### config.mk
export PLATFORM = sky130hd
export DESIGN_NAME = ram_bist_ctrl
export DESIGN_NICKNAME = d
export VERILOG_FILES = /design/src/rtl/ram_bist_ctrl.sv
export SDC_FILE = /design/constraint.sdc
export NUM_CORES = 1
export LEC_CHECK = 0
export ABC_AREA = 1
export CORE_MARGIN = 2
export CORE_UTILIZATION = 40
export CTS_BUF_LIST = sky130_fd_sc_hd__clkbuf_2 sky130_fd_sc_hd__clkbuf_4 sky130_fd_sc_hd__clkbuf_8
export CTS_CLUSTER_DIAMETER = 80
export CTS_CLUSTER_SIZE = 10
export DETAILED_ROUTE_END_ITERATION = 10
export PLACE_DENSITY_LB_ADDON = 0.15
export SYNTH_ARGS = -nofsm -noshare
export SYNTH_HDL_FRONTEND = slang
export SYNTH_SLANG_ARGS = --single-unit
### constraint.sdc
create_clock -name clk -period 2 [get_ports clk]
set_clock_uncertainty 0.2 [all_clocks]
set_input_delay 0.2 -clock clk [delete_from_list [all_inputs] [get_ports clk]]
set_output_delay 0.2 -clock clk [all_outputs]
set_load 0.005 [all_outputs]
### src/rtl/ram_bist_ctrl.sv
// March-test sequencer for a small synchronous RAM: write/read ascending, write/read
// inverted descending, then report pass/fail, first failing address/data and error count.
module ram_bist_ctrl #(
    parameter int DW     = 8,
    parameter int AW     = 3,
    parameter int RD_LAT = 1
) (
    input  logic          clk,
    input  logic          rst_n,
    input  logic          start,
    output logic          busy,
    output logic          done,
    output logic          pass,
    output logic [AW+1:0] err_cnt,
    output logic [AW-1:0] fail_addr,
    output logic [DW-1:0] fail_data,
    output logic          ram_wr,
    output logic          ram_rd,
    output logic [AW-1:0] ram_add,
    output logic [DW-1:0] ram_data_in,
    input  logic [DW-1:0] ram_data_out
);

    typedef enum logic [2:0] {IDLE, WR_UP, RD_UP, WR_DN, RD_DN, DRAIN, FIN} state_t;

    localparam logic [AW-1:0] ADDR_MAX = '1;

    function automatic logic [DW-1:0] pat(input logic [AW-1:0] a);
        return DW'(a) + DW'(1);
    endfunction

    state_t          state, state_n;
    logic [2:0]      drain_cnt, drain_n;
    logic            busy_n, done_n, pass_n, wr_n, rd_n;
    logic [AW+1:0]   err_n;
    logic [AW-1:0]   fail_addr_n, add_n, add_inc, add_dec;
    logic [DW-1:0]   fail_data_n, din_n;

    // Compare pipeline: one stage per cycle of RAM read latency.
    logic [RD_LAT-1:0] pipe_vld;
    logic [AW-1:0]     pipe_addr [RD_LAT];
    logic [DW-1:0]     pipe_exp  [RD_LAT];
    logic              mismatch;

    assign add_inc  = ram_add + 1'b1;
    assign add_dec  = ram_add - 1'b1;
    assign mismatch = pipe_vld[RD_LAT-1] && (ram_data_out != pipe_exp[RD_LAT-1]);

    always_ff @(posedge clk or negedge rst_n) begin
        if (!rst_n) begin
            pipe_vld <= '0;
            for (int i = 0; i < RD_LAT; i++) begin
                pipe_addr[i] <= '0;
                pipe_exp[i]  <= '0;
            end
        end else begin
            // The registered state still names the phase of the read on the RAM port.
            pipe_vld[0]  <= ram_rd;
            pipe_addr[0] <= ram_add;
            pipe_exp[0]  <= (state == RD_DN) ? ~pat(ram_add) : pat(ram_add);
            for (int i = 1; i < RD_LAT; i++) begin
                pipe_vld[i]  <= pipe_vld[i-1];
                pipe_addr[i] <= pipe_addr[i-1];
                pipe_exp[i]  <= pipe_exp[i-1];
            end
        end
    end

    always_comb begin
        state_n     = state;
        drain_n     = drain_cnt;
        busy_n      = busy;
        done_n      = 1'b0;
        pass_n      = pass;
        err_n       = err_cnt + (AW+2)'(mismatch);
        fail_addr_n = fail_addr;
        fail_data_n = fail_data;
        wr_n        = 1'b0;
        rd_n        = 1'b0;
        add_n       = '0;
        din_n       = '0;
        if (mismatch && (err_cnt == '0)) begin
            fail_addr_n = pipe_addr[RD_LAT-1];
            fail_data_n = ram_data_out;
        end
        case (state)
            IDLE: begin
                if (start) begin
                    state_n     = WR_UP;
                    busy_n      = 1'b1;
                    pass_n      = 1'b0;
                    err_n       = '0;
                    fail_addr_n = '0;
                    fail_data_n = '0;
                    wr_n        = 1'b1;
                    din_n       = pat('0);
                end
            end
            WR_UP: begin
                if (ram_add == ADDR_MAX) begin
                    state_n = RD_UP;
                    rd_n    = 1'b1;
                end else begin
                    wr_n  = 1'b1;
                    add_n = add_inc;
                    din_n = pat(add_inc);
                end
            end
            RD_UP: begin
                if (ram_add == ADDR_MAX) begin
                    state_n = WR_DN;
                    wr_n    = 1'b1;
                    add_n   = ADDR_MAX;
                    din_n   = ~pat(ADDR_MAX);
                end else begin
                    rd_n  = 1'b1;
                    add_n = add_inc;
                end
            end
            WR_DN: begin
                if (ram_add == '0) begin
                    state_n = RD_DN;
                    rd_n    = 1'b1;
                    add_n   = ADDR_MAX;
                end else begin
                    wr_n  = 1'b1;
                    add_n = add_dec;
                    din_n = ~pat(add_dec);
                end
            end
            RD_DN: begin
                if (ram_add == '0) begin
                    state_n = DRAIN;
                    drain_n = 3'(RD_LAT - 1);
                end else begin
                    rd_n  = 1'b1;
                    add_n = add_dec;
                end
            end
            DRAIN: begin
                // err_n already includes a compare landing on this edge.
                if (drain_cnt == '0) begin
                    state_n = FIN;
                    done_n  = 1'b1;
                    busy_n  = 1'b0;
                    pass_n  = (err_n == '0);
                end else begin
                    drain_n = drain_cnt - 3'd1;
                end
            end
            FIN:     state_n = IDLE;
            default: state_n = IDLE;
        endcase
    end

    always_ff @(posedge clk or negedge rst_n) begin
        if (!rst_n) begin
            state       <= IDLE;
            drain_cnt   <= '0;
            busy        <= 1'b0;
            done        <= 1'b0;
            pass        <= 1'b0;
            err_cnt     <= '0;
            fail_addr   <= '0;
            fail_data   <= '0;
            ram_wr      <= 1'b0;
            ram_rd      <= 1'b0;
            ram_add     <= '0;
            ram_data_in <= '0;
        end else begin
            state       <= state_n;
            drain_cnt   <= drain_n;
            busy        <= busy_n;
            done        <= done_n;
            pass        <= pass_n;
            err_cnt     <= err_n;
            fail_addr   <= fail_addr_n;
            fail_data   <= fail_data_n;
            ram_wr      <= wr_n;
            ram_rd      <= rd_n;
            ram_add     <= add_n;
            ram_data_in <= din_n;
        end
    end

endmodule

==> results by group <==
Die
  – Initial Util: 0.420
  – Row cnt: 27
  – Die area: 6520 sq um
  – Die H: 80.8 um
  – Die width: 80.8 um
  – Core area: 5610 sq um
  – I/O pin count: 43

CTS
  – CTS Sinks: 44
  – CTS tree: done
  – Num CTS Buffers: 5
  – Skew-Pair Late Insertion Delay: 0.30 ns
  – Max clock buf depth: 2
  – H-tree levels: 2
  – Clock transition at path regs: 0.08 ns
  – CTS Root Cell: clkbuf_8

Final layout
  – Layout cells sized above 1: 0.154
  – Core Util, Final: 0.556
  – Antenna Cells: 0
  – Area growth syn-to-layout: 32.3%
  – # nets final: 378
  – Final instance area: 3120 sq um

Synthesis
  – Sequential share of the synthesized area: 0.467
  – Cell area after synthesis: 2360 sq um
  – Distinct cells, synth: 31
  – Syn avg cell area: 7.94 sq um
  – Mapped Cells: 297
  – Yosys reg bits: 44
  – Syn_nets: 318
  – Synth Warn #: 0

Timing
  – Minimum clock period: 1.93 ns
  – Pins Over Slew Limit: 0
  – FMAX: 0.518 GHz
  – Period utilization: 0.965
  – Setup violators final: 0
  – Worst slew margin: 0.658
  – Worst-Margin Slew: 0.513 ns
  – Final Hold Vio Count: 0
  – Final hold slack: 0.179 ns
  – Unrepaired setup endpoints after global routing: true

Global routing
  – First-pass GRT wire length: 8110 um
  – Vias in the first global route: 1814
  – GR Util All Layers: 0.166
  – Initial antenna violation count: 0
  – Gr ovfl total: 0
  – Largest net degree at the start of global routing: 25

Outcome
  – Status: completed

Detailed routing
  – Via/cell ratio: 4.59
  – Initial DRC count: 89
  – Drt wl/cell: 11.7 um
  – DRC Markers: 0
  – Final WL: 5020 um
  – DR vias: 1973
  – Pre-antenna DRT Iters: 4
  – Post-route ant nets: 0

Worst setup path
  – Path depth of the worst reg2reg path: 12
  – Worst path arrival time: 1.98 ns
  – CP Capture Type: flip-flop
  – CP Max Fanout: 2
  – Worst path required time: 2.05 ns
  – CP Launch Type: flip-flop
  – WS Path Type: reg -> reg

Placed design
  – Final GP Congestion: 0.847
  – PortBufs: 42
  – Post-DP HPWL: 3840 um
  – DP Area: 2960 sq um

Pwr
  – Total Power: 4.46 mW
  – Maximum vdd ir drop: 0.581 mV
  – Power per cell area: 1430 nW/um^2
  – Leak: 1.67 nW

Worst hold path
  – Worst Hold Class: reg -> reg
  – Hold Crit Depth: 0

Flow run
  – Max cap viols: 0
-- placed cells by master, fill, tap and decap left out, drive strengths merged --
| cell | netlist | routed |
|---|---|---|
| buf | 7 | 19 |
| clkinvlp | 0 | 1 |
| xnor2 | 3 | 3 |
| dfrtp | 44 | 44 |
| o32ai | 1 | 1 |
| o221ai | 1 | 1 |
| dlygate4sd3 | 0 | 1 |
| xor2 | 6 | 6 |
| clkdlybuf4s50 | 0 | 35 |
| o211ai | 3 | 3 |
| o2111ai | 1 | 1 |
| nand4 | 12 | 12 |
| ha | 10 | 10 |
| inv | 68 | 68 |
| nand3 | 14 | 14 |
| o21bai | 1 | 1 |
| nor2 | 37 | 37 |
| nor3 | 3 | 3 |
| nand2 | 68 | 68 |
| dlygate4sd2 | 0 | 6 |
| or2 | 3 | 3 |
| clkbuf | 1 | 7 |
| o21ai | 11 | 11 |
| a21oi | 3 | 3 |
-- synthesized netlist by cell type --
cell type,count,share of area
nand3_2,1,0.0042
nor3_4,1,0.0069
dfrtp_1,44,0.47
xnor2_1,3,0.011
nor2_1,33,0.053
or2_2,2,0.0053
buf_4,4,0.013
o21bai_1,1,0.0032
nor2_4,1,0.0048
or2_1,1,0.0027
a21oi_1,3,0.0064
o32ai_1,1,0.0037
o2111ai_1,1,0.0037
buf_2,3,0.0064
nand2_2,2,0.0053
nand4_1,12,0.032
xor2_1,6,0.022
nor3_1,1,0.0021
o211ai_1,3,0.0096
o221ai_1,1,0.0037
clkbuf_1,1,0.0016
o21ai_1,8,0.017
nand2_4,1,0.0048
nor3_2,1,0.0042
inv_1,63,0.10
ha_1,10,0.053
nand2_1,65,0.10
o21ai_0,3,0.0064
inv_2,5,0.0080
nor2_2,3,0.0080
nand3_1,13,0.028
-- final cells by class --
type | count | area [sq um]
fillers | 566 | 2490
flip-flops and latches | 44 | 1100
multi-input cells | 177 | 1010
repair buffers | 61 | 566
inverters | 68 | 255
clock buffers | 7 | 90.1
well taps | 72 | 90.1
clock inverters | 1 | 7.51
-- critical path: stages, from the launching register on --
cell	delay, ns
dfrtp_1	0.37
nand2_1	0.06
nor2_1	0.10
nand2_1	0.06
nand2_1	0.08
nand3_2	0.08
nand2_2	0.08
inv_2	0.04
ha_4	0.15
ha_4	0.17
xnor2_2	0.13
or2_2	0.31
inv_2	0.05
-- where the power goes --
part / switching, mW / internal, mW / total [mW]
registers: 0.252 / 1.24 / 1.49
logic: 1.22 / 1.15 / 2.37
clock network: 0.305 / 0.294 / 0.600
-- logic make-up after synthesis --
kind of cell,after synthesis,synth area share
flops,44,0.467
fa+ha+maj,10,0.0531
buf+inv,76,0.129
compound gates,21,0.0536
simple gates,137,0.264
xor+xnor,9,0.0334
-- per-layer routing --
| layer | wire, um | track usage | vias to the layer above |
|---|---|---|---|
| li1 | - | - | 1020 |
| met1 | 2230 | 0.200 | 906 |
| met2 | 2510 | 0.288 | 42 |
| met3 | 227 | 0.0500 | 5 |
| met4 | 46 | 0.0475 | 0 |
| met5 | 0 | 0 | - |
-- stage by stage --
stage                     setup TNS (ns)  cells  worst slack (ns)
after floorplan                        0    297           0.00746
after global placement            -0.980    420            -0.291
after detailed placement           -1.11    420            -0.350
after CTS                              0    429           0.00745
after global routing              -0.134    430           -0.0626
final                                  0    430            0.0692
-- registers in the layout, indices dropped and copies added, names as in the netlist --
| name | count |
|---|---|
| err_cnt | 5 |
| done | 1 |
| ram_rd | 1 |
| pipe_vld | 1 |
| fail_data | 8 |
| pipe_exp | 5 |
| ram_add | 3 |
| busy | 1 |
| drain_cnt | 3 |
| ram_data_in | 5 |
| ram_wr | 1 |
| pass | 1 |
| state | 3 |
| pipe_addr | 3 |
| fail_addr | 3 |
-- path summary, 6_finish.rpt --
path / from / endpoint / slack [ns]
hold / removal: ram_rd / pipe_vld / 0.18
setup / recovery: pipe_exp[6] / err_cnt[2] / 0.07
setup reg to reg: pipe_exp[6] / err_cnt[2] / 0.07
hold reg to reg: ram_rd / pipe_vld / 0.18
min in group asynchronous: rst_n / fail_data[2] / 0.20
max in group asynchronous: rst_n / fail_data[6] / 0.84
-- timing repair --
item	in CTS	in global routing
hold buffers	1	0
resized for setup	7	10
hold endpoints to repair	22	0
pin swaps	5	6
setup buffers	0	1
cloned	0	0
endpoints found under the setup margin	1	4
Power figures use the tool's default switching activity.
